[config.mk]
export PLATFORM = sky130hd
export DESIGN_NAME = alu_arbiter
export DESIGN_NICKNAME = d
export VERILOG_FILES = /design/src/rtl/alu_arbiter.sv
export SDC_FILE = /design/constraint.sdc
export NUM_CORES = 1
export LEC_CHECK = 0
export CAP_MARGIN = 20
export CORE_AREA = 2 2 123 125
export CTS_CLUSTER_DIAMETER = 200
export DETAILED_ROUTE_END_ITERATION = 10
export DIE_AREA = 0 0 125 127
export SETUP_SLACK_MARGIN = 0.2
export SKIP_LAST_GASP = 1
export SYNTH_ARGS = -nofsm -noshare
export SYNTH_HDL_FRONTEND = slang
export SYNTH_SLANG_ARGS = --single-unit
[constraint.sdc]
create_clock -name clk -period 1.85 [get_ports clk]
set_clock_uncertainty 0.15 [all_clocks]
set_input_delay 0.2775 -clock clk [delete_from_list [all_inputs] [get_ports clk]]
set_output_delay 0.2775 -clock clk [all_outputs]
set_load 0.1 [all_outputs]
[src/rtl/alu_arbiter.sv]
// alu_arbiter: shares one ALU between two requesters with a one-entry result register; ALU_ARB_FIXED_PRIO_EN gives req0 strict priority.
module alu_arbiter #(
    parameter int XLEN = 32,
    parameter int OPW  = 4
) (
    input  logic            clk,
    input  logic            rst_n,
    input  logic            req0_valid,
    output logic            req0_ready,
    input  logic [XLEN-1:0] req0_a,
    input  logic [XLEN-1:0] req0_b,
    input  logic [OPW-1:0]  req0_op,
    input  logic            req0_is_cond,
    input  logic            req1_valid,
    output logic            req1_ready,
    input  logic [XLEN-1:0] req1_a,
    input  logic [XLEN-1:0] req1_b,
    input  logic [OPW-1:0]  req1_op,
    input  logic            req1_is_cond,
    output logic            rsp0_valid,
    input  logic            rsp0_ready,
    output logic [XLEN-1:0] rsp0_result,
    output logic            rsp1_valid,
    input  logic            rsp1_ready,
    output logic [XLEN-1:0] rsp1_result,
    output logic [XLEN-1:0] alu_a,
    output logic [XLEN-1:0] alu_b,
    output logic [OPW-1:0]  alu_op,
    output logic            alu_is_cond,
    input  logic [XLEN-1:0] alu_result
);
    typedef enum logic [1:0] {EMPTY, FULL0, FULL1} state_t;
    state_t state;
    logic [XLEN-1:0] result_q;
    logic slot_free, win0, win1, acc0, acc1;
    assign slot_free = (state == EMPTY) | (state == FULL0 & rsp0_ready) | (state == FULL1 & rsp1_ready);
`ifdef ALU_ARB_FIXED_PRIO_EN
    assign win0 = req0_valid;
    assign win1 = req1_valid & ~req0_valid;
    assign req0_ready = slot_free;
    assign req1_ready = slot_free & ~req0_valid;
`else
    // last = requester granted most recently; the other one wins a tie
    logic last;
    assign win0 = req0_valid & (~req1_valid | last);
    assign win1 = req1_valid & (~req0_valid | ~last);
    assign req0_ready = slot_free & (~req1_valid | last);
    assign req1_ready = slot_free & (~req0_valid | ~last);
    always_ff @(posedge clk or negedge rst_n) begin
        if (!rst_n)
            last <= 1'b1;
        else if (acc0 | acc1)
            last <= acc1;
    end
`endif
    assign acc0 = req0_valid & req0_ready;
    assign acc1 = req1_valid & req1_ready;
    assign alu_a       = win0 ? req0_a       : win1 ? req1_a       : '0;
    assign alu_b       = win0 ? req0_b       : win1 ? req1_b       : '0;
    assign alu_op      = win0 ? req0_op      : win1 ? req1_op      : '0;
    assign alu_is_cond = win0 ? req0_is_cond : win1 ? req1_is_cond : 1'b0;
    always_ff @(posedge clk or negedge rst_n) begin
        if (!rst_n) begin
            state    <= EMPTY;
            result_q <= '0;
        end else if (acc0 | acc1) begin
            state    <= acc0 ? FULL0 : FULL1;
            result_q <= alu_result;
        end else if (slot_free) begin
            state    <= EMPTY;
        end
    end
    assign rsp0_valid  = state == FULL0;
    assign rsp1_valid  = state == FULL1;
    assign rsp0_result = result_q;
    assign rsp1_result = result_q;
endmodule

==> summary.md <==
| Metric | Value |
|---|---|
| Vias in the first global route | `3447` |
| DP HPWL | `between 10000 and 15000 um` |
| GRT Overall Usage | `0.170` |
| Final worst slack | `-0.320 ns` |
| Largest net degree at the start of global routing | `25` |
| Number of detailed-route iterations in the first pass | `4` |
| Max Clock Freq | `between 400 and 500 MHz` |
| Hold crit path type | `input pin to register` |
| Layout area overhead | `249%` |
| Synth Register Bits | `35` |
| Maxcap violations | `0` |
| Critical Path Sink Type | `output port` |
| Die height | `~130 um` |
| Clock Tree Root | `clkbuf_16` |
| Drt drc | `0` |
| DP Cell Count | `around 680` |
| Antenna violations before repair | `1` |
| Synth Cell Area | `0.00235 mm2` |
| Slew headroom | `0.685` |
| PortBufs | `~310` |
| Final period util | `1.17` |
| Layout cells sized above 1 | `0.631` |
| Routed vias | `between 2k and 3k` |
| CP required | `1.42 ns` |
| Final GP Congestion | `between 0.8 and 0.9` |
| H-tree levels | `2` |
| Total congestion overflow | `0` |
| Util after Layout | `0.567` |
| Die outline width | `about 130 um` |
| Avg Cell Area, Syn | `approximately 11 um2` |
| Commonest non-fill, non-tap cell in the layout | `clkdlybuf4s50_1` |
| Cells on worst reg2reg path | `7` |
| Die area | `roughly 0.016 mm2` |
| Critical Path Fanout Max | `7` |
| Fin nets | `approximately 700` |
| Reg clk slew, reported paths | `around 0.060 ns` |
| Violations in the final reports | `negative setup slack` |
| WL per Instance | `20.0 um` |
| CP Launch Type | `register` |
| WHS | `0.294 ns` |
| Outcome | `finished with violations` |
| Seq/Total Area, Yosys | `0.374` |
| Max Transition Viols Final | `0` |
| CP Class | `register to output port` |
| Synth Net Count | `386` |
| Final Hold Fails | `0` |
| RSZ-0062 raised after global routing | `true` |
| Syn Inst Count | `between 200 and 250` |
| Final Critical Period | `approximately 2.2 ns` |
| Worst-Margin Slew | `approximately 0.47 ns` |
| Routed WL | `approximately 14000 um` |
| Worst Hold Launch | `rsp1_ready` |
| Pre-CTS WS | `-0.403 ns` |
| Std cell rows | `44` |
| Hold Path End | `state[1]` |
| Reg-to-Reg End | `rsp0_result[31]` |
| Number of distinct library cells after synthesis | `24` |
| Clock Latency Late Sink | `between 0.2 and 0.3 ns` |
| Worst reg-to-reg setup slack | `-0.06 ns` |
| Clock Sinks | `35` |
| Final setup viols | `roughly 80` |
| Synth warn | `0` |
| Core box area | `about 0.014 mm2` |
| Origin of the critical flop-to-flop path | `state[1]` |
| Worst hold stages | `4` |
| Drt via density | `4.26` |
| CTS Buf Count | `5` |
| Initial DRC count | `81` |
| Highest-count cells in the layout ignoring fill and taps | `clkdlybuf4s50_1 (170), buf_12 (143), a22o_4 (69)` |
| Non-filler cells, final | `700` |
| WP data arrival | `~1.7 ns` |
| # IOs | `313` |
| Post-route ant nets | `0` |
| First-pass GRT wire length | `21000 um` |
| Starting density of the core | `0.163` |
| CTS tree | `yes` |
| CTS Buffer Depth | `2` |
==> worst max-delay path by stage <==
stage                          start  cells past startpoint        end
after floorplan                 last                      4  alu_b[24]
after global placement    req0_valid                      5  alu_a[18]
after global routing            last                      5  alu_a[29]
after detailed placement  req0_valid                      5  alu_b[18]
final                           last                      5  alu_a[29]
after CTS                       last                      5  alu_b[21]
==> layout make-up <==
cell class                 count  area (um2)
fill                        1136        6240
timing repair buffer         347        4970
multi-input combinational    122        1900
sequential                    35         917
tap                          184         230
clock buffer                   6         139
clock inverter                 2        16.3
inverter                       3        11.3
antenna                        1        2.50
==> synth_stat cells <==
cell type | n | area share
a211oi_1 | 1 | 0.0032
a211oi_4 | 1 | 0.0085
a21o_1 | 1 | 0.0032
a21oi_1 | 2 | 0.0043
a21oi_2 | 1 | 0.0037
a22o_1 | 69 | 0.26
and2_1 | 1 | 0.0027
and2b_4 | 1 | 0.0043
buf_2 | 9 | 0.019
buf_4 | 32 | 0.10
buf_6 | 4 | 0.019
clkbuf_1 | 5 | 0.0080
dfrtp_1 | 34 | 0.36
dfstp_2 | 1 | 0.011
inv_1 | 3 | 0.0048
mux2_1 | 2 | 0.0096
mux2_2 | 30 | 0.14
nand2_1 | 4 | 0.0064
nand2b_1 | 1 | 0.0027
nand2b_4 | 1 | 0.0059
nor2_1 | 1 | 0.0016
nor2b_1 | 2 | 0.0053
o21ai_0 | 3 | 0.0064
o22a_1 | 1 | 0.0037
==> stage by stage <==
| step | TNS [ns] | cell area (um2) |
|---|---|---|
| 6_report | -20.27 | 8180 |
| 3_5_place_dp | -37.85 | 7740 |
| 5_1_grt | -24.43 | 8180 |
| 2_1_floorplan | -3.89 | 3180 |
| 3_3_place_gp | -35.75 | 7740 |
| 4_1_cts | -22.24 | 8150 |
==> repair_timing <==
action,in CTS,in global routing
setup endpoints to repair,104,105
pin swaps,3,2
cloned,4,0
gates resized for setup,24,2
buffers inserted,7,3
hold endpoints to repair,18,0
hold buffers,1,0
==> layer usage <==
layer  GRT usage  wire [um]
met1       0.191       5140
met2       0.332       7890
met3      0.0415        930
met4      0.0235         70
met5           0          0
==> flip-flops by register name (all words and copies together), names as in the netlist <==
register	cells
state	2
last	1
rsp0_result	32
==> worst max-delay path, cell delays in order (launching register included) <==
cell and delay (ns):
dfstp_2 0.54, nand2b_4 0.13, and2_4 0.22, bufbuf_16 0.29, a22o_4 0.12, buf_12 0.16
==> cell families after synthesis <==
| group | share of synthesized area |
|---|---|
| buffers and inverters | 0.154 |
| AND/OR/NAND/NOR | 0.0288 |
| AO/OA/AOI/OAI | 0.291 |
| multiplexers | 0.154 |
| flip-flops | 0.374 |
Power is not shown: default switching activity piles up to over one toggle a cycle in this logic, so the estimate is an artifact.
==> patch 1: new RTL, config.mk and constraints unchanged <==
Build with the macro `ALU_ARB_FIXED_PRIO_EN` defined.
--- a/src/rtl/alu_arbiter.sv
+++ b/src/rtl/alu_arbiter.sv
@@ -1,3 +1,5 @@
 // alu_arbiter: shares one ALU between two requesters with a one-entry result register; ALU_ARB_FIXED_PRIO_EN gives req0 strict priority.
+`define ALU_ARB_FIXED_PRIO_EN
+
 module alu_arbiter #(
     parameter int XLEN = 32,
Formal check against the unedited RTL: not equivalent (a bounded check fails within 4 cycles, from zero or initial values and one cycle with rst_n low).
==> patch 1 against the unedited design <==
  * The run still ends with setup timing left
  * Worst setup slack improved by 240 ps
  * Via count fell by 1.8%
  * Synthesized area fell by 3.3%
  * Final cell count fell by 1.0%
  * Design area rose by 0.43%
  * Largest cell class unchanged
  * Sequential cell count fell by 1
  * Wire length barely moved
==> patch 1: results (changes against the unedited design) <==
| Metric | Value |
|---|---|
| Critical register-to-register path endpoint | rsp0_result[7]$_DFFE_PN0P_ |
| Worst R2R Setup Slack | -10 ps (+50 ps) |
| Fraction of the yosys area taken by sequential cells | 0.375 (+0.000988) |
| Area growth from synthesis to final layout | 262% |
| Cell type group with the largest total delay on the critical path | buffers and inverters |
| Count of cell types in the netlist | 16 (-33%) |
| Multiplexer fraction of the synthesized cell area | 0.159 (+0.00516) |
| Violations in the final reports | setup timing |
| Layout filler cell count | 1152 (+1.4%) |
| Global Route Usage Sum | 0.170 (-0.000594) |
| Post-synthesis net count | 377 (-2.3%) |
| Final WL | 14.0 mm (about the same) |
| IR drop worst, VDD | 0.959 mV |
| Synth Area in Compound Gates | 0.285 (-0.00511) |
| PnR worst setup slack | -78.3 ps (+242 ps) |
| Status | finished, violations left |
| R2R depth | 6 (-1) |
| Worst Hold Endpoint | state[0]$_DFFE_PN0P_ |
| Startpoint of the worst register-to-register path | state[0]$_DFFE_PN0P_ |
| Final HPWL from detailed placement | 11.7 mm (-0.44%) |
| Worst stage delay on the critical path | 520 ps (-20 ps) |
| Arrival time worst endpoint | 1500 ps (-240 ps) |
| Setup violation total in the final timing report | 17 (-78%) |
| Remaining max-slew budget at the tightest pin | 0.712 (+0.0271) |
| Post-place instance area | 0.00772 mm² (-0.24%) |
| Iteration-0 DRC Markers | 78 (-3.7%) |
| Worst-path cell with the longest stage delay | sky130_fd_sc_hd__clkdlybuf4s50_1 |
| Maximum fanout count along the critical path | 2 (-5) |
| Number of cells on the worst hold path | 2 (-2) |
| Main area contributors after synthesis | sky130_fd_sc_hd__dfrtp_1, sky130_fd_sc_hd__a22o_1, sky130_fd_sc_hd__mux2_2, sky130_fd_sc_hd__buf_4, sky130_fd_sc_hd__buf_2 |
| Post-route setup TNS | -204 ps (+20070 ps) |
| HP Start | rsp0_ready |
| Pin count of the biggest net entering global routing | 36 (+44%) |
| Most used standard cells in the synthesized netlist | sky130_fd_sc_hd__a22o_1, sky130_fd_sc_hd__dfrtp_1, sky130_fd_sc_hd__buf_4 |
| Routability Congestion | 0.865 (+3.7%) |
| Total number of vias | 2932 (-1.8%) |
| Nets | 682 (-1.2%) |
| Layout cells sized above 1 | 0.643 (+0.0119) |
| Via count of the first global-routing pass | 3374 (-2.1%) |
-- patch 1: changes by cell type in the layout (fill, tap and decap cells not counted), moves of 2 or more --
cell,delta
sky130_fd_sc_hd__a21oi_4,-2
sky130_fd_sc_hd__bufinv_16,+2
sky130_fd_sc_hd__nor2b_2,+2
sky130_fd_sc_hd__dlygate4sd2_1,-3
sky130_fd_sc_hd__a21oi_1,+2
sky130_fd_sc_hd__nand2_1,-4
sky130_fd_sc_hd__o21ai_0,-3
sky130_fd_sc_hd__inv_1,-3
sky130_fd_sc_hd__buf_12,+6
sky130_fd_sc_hd__clkdlybuf4s50_1,+2
sky130_fd_sc_hd__clkbuf_16,+2
-- patch 1: power by group through the flow --
stage               registers [W]  clock network (W)  logic, W
floorplan                 0.00414                  0   0.00557
global placement          0.00197                  0    0.0120
detailed placement        0.00199                  0    0.0121
CTS                       0.00198            0.00111    0.0122
global route              0.00203            0.00114    0.0125
finish                    0.00196            0.00109    0.0123
-- patch 1: through the flow --
| stage | worst slack, ps | hold WS (ps) | cells |
|---|---|---|---|
| after floorplan | -388 | -168 | 201 |
| after global placement | -263 | 441 | 669 |
| after detailed placement | -299 | 443 | 669 |
| after CTS | -88.7 | 162 | 685 |
| after global routing | -137 | 172 | 693 |
| final | -78.3 | 171 | 693 |
-- patch 1: cell families (layout without fill, tap and decap cells) --
kind of cell    Yosys count  in the layout
simple gates             10             10
flops                    34             34
mux                      32             32
buf+inv                  51            357
other cells               0              2
compound gates           74             74
-- patch 1: worst max-delay path by stage --
stage                          from                    endpoint  slack, ps  depth (start not counted)
6_report                 rsp1_ready                  req1_ready        -80                          6
5_1_grt        state[0]$_DFFE_PN0P_                  req1_ready       -140                          5
4_1_cts        state[0]$_DFFE_PN0P_                  req1_ready        -90                          5
3_5_place_dp             rsp0_ready  rsp0_result[9]$_DFFE_PN0P_       -300                          5
3_3_place_gp             rsp0_ready  rsp0_result[9]$_DFFE_PN0P_       -260                          5
2_1_floorplan  state[0]$_DFFE_PN0P_                  req1_ready       -390                          3
-- patch 1: timing repair --
action / CTS / global route
buffers inserted: 5 / 3
hold buffers: 0 / 0
pin swaps: 13 / 6
gates resized for setup: 18 / 9
endpoints found under the hold margin: 0 / 0
setup endpoints to repair: 104 / 85
gates cloned: 3 / 3
-- patch 1: metal layers --
metal	global-route usage	share of wire	up-vias
li1	-	-	1348
met1	0.184	0.34	1396
met2	0.304	0.53	175
met3	0.0771	0.11	13
met4	0.0379	0.013	0
met5	0	0	-
-- patch 1: layout make-up --
class,instances,area share
diodes,2,0.000609
clock buffers,5,0.0152
clock inverters,3,0.00837
multi-input cells,116,0.223
flip-flops and latches,34,0.109
well taps,184,0.0280
repair buffers,349,0.616
==> patch 2: new RTL, config.mk and constraints unchanged <==
Without the edit above. Reset style: synchronous (`rst_n`), changed in 2 clocked blocks.
--- a/src/rtl/alu_arbiter.sv
+++ b/src/rtl/alu_arbiter.sv
@@ -47,5 +47,5 @@
     assign req0_ready = slot_free & (~req1_valid | last);
     assign req1_ready = slot_free & (~req0_valid | ~last);
-    always_ff @(posedge clk or negedge rst_n) begin
+    always_ff @(posedge clk) begin
         if (!rst_n)
             last <= 1'b1;
@@ -60,5 +60,5 @@
     assign alu_op      = win0 ? req0_op      : win1 ? req1_op      : '0;
     assign alu_is_cond = win0 ? req0_is_cond : win1 ? req1_is_cond : 1'b0;
-    always_ff @(posedge clk or negedge rst_n) begin
+    always_ff @(posedge clk) begin
         if (!rst_n) begin
             state    <= EMPTY;
Formal check against the unedited RTL: differs if rst_n is asserted again (counterexample within 4 cycles, from zero or initial values and one cycle with rst_n low); with rst_n held inactive, the same outputs for 10 cycles.
==> patch 2 against the unedited design <==
  * The run still ends with setup timing left
  * Sequential cell count is the same
  * Count of clock-buffer cells in the layout is the same
  * Synthesized area is 3.5% higher
  * Worst setup slack better by 130 ps
  * Non-clock buffer count grew 3
  * Wire length increased by 16%
  * Critical path depth unchanged
  * Design area is 0.83% lower
==> patch 2: results (changes against the unedited design) <==
| Metric | Value |
|---|---|
| Status | finished, violations left |
| Violations in the final reports | setup timing |
| Setup bufs post-CTS | 5 (-2) |
| Met2 WL post-DR | 9.17 mm (+16%) |
| First-pass GRT wire length | 22.9 mm (+9.5%) |
| Post-synthesis net count | 460 (+19%) |
| Post-cts sizing count | 23 (-4.2%) |
| Non-clock buffer count | 350 (+0.86%) |
| Inverter count | 2 (-1) |
| Multi-input gate area | 0.00196 mm² (+3.2%) |
| Wire per inst | 21.0 µm (+4.9%) |
| Layout filler cell count | 1175 (+3.4%) |
| Synth Area in Compound Gates | 0.279 (-0.0113) |
| Global Route Usage Sum | 0.191 (+0.0208) |
| Seq cells | 35 (unchanged) |
| CP startpoint | last$_SDFFE_PN1P_ |
| Via count of the first global-routing pass | 3744 (+8.6%) |
| Clock-cell share of area | 0.0214 (+0.00247) |
| Pin count of the biggest net entering global routing | 38 (+52%) |
| Critical register-to-register path endpoint | rsp0_result[12]$_SDFFE_PN0P_ |
| Post-synthesis async set-or-reset flop share | 0 (-1.00) |
| Worst Tran Pin Value | 337 ps (-135 ps) |
| Antenna violations before repair | 8 (+7) |
| Fraction of the yosys area taken by sequential cells | 0.289 (-0.0852) |
| Worst Hold Endpoint | state[0]$_SDFFE_PN0P_ |
| Routability Congestion | 0.866 (+3.8%) |
| Setup violation total in the final timing report | 70 (-11%) |
| Capture point of the worst path | alu_a[17] |
| Post-synth top flop | sky130_fd_sc_hd__dfxtp_1 |
| M3 GR Usage | 0.0729 (+0.0314) |
| PnR worst setup slack | -191 ps (+130 ps) |
| Startpoint of the worst register-to-register path | state[0]$_SDFFE_PN0P_ |
| Main area contributors after synthesis | sky130_fd_sc_hd__dfxtp_1, sky130_fd_sc_hd__a22o_1, sky130_fd_sc_hd__mux2i_1, sky130_fd_sc_hd__nand2_1, sky130_fd_sc_hd__buf_4 |
| R2R depth | 5 (-2) |
| Worst setup slack after placement | -395 ps (+8.03 ps) |
| Nets | 759 (+10%) |
| Multiplexer fraction of the synthesized cell area | 0.132 (-0.0216) |
| Met2 Use GR | 0.359 (+0.0265) |
| Final HPWL from detailed placement | 13.4 mm (+15%) |
-- patch 2: cell count changes after synthesis, sizes merged, moves of 7 or more --
cell / unedited run / this run
buf: 45 / 52
dfrtp: 34 / 0
dfxtp: 0 / 35
mux2: 32 / 0
mux2i: 0 / 32
nand2: 4 / 65
-- patch 2: per-stage QoR --
| stage | cell area (µm²) | hold WS (ps) | utilization |
|---|---|---|---|
| final | 8120 | 201 | 0.563 |
| after detailed placement | 7680 | 349 | 0.533 |
| after global routing | 8120 | 227 | 0.563 |
| after global placement | 7680 | 338 | 0.533 |
| after CTS | 7960 | 190 | 0.552 |
| after floorplan | 3120 | 240 | - |
-- patch 2: report_power, final --
part           leakage (nW)  internal (W)  switching (W)  total [W]
Clock                0.0869      0.000670       0.000323   0.000993
Combinational          3.13       0.00188        0.00274    0.00463
Sequential            0.301      0.000841       0.000134   0.000976
Total                  3.52       0.00339        0.00320    0.00660
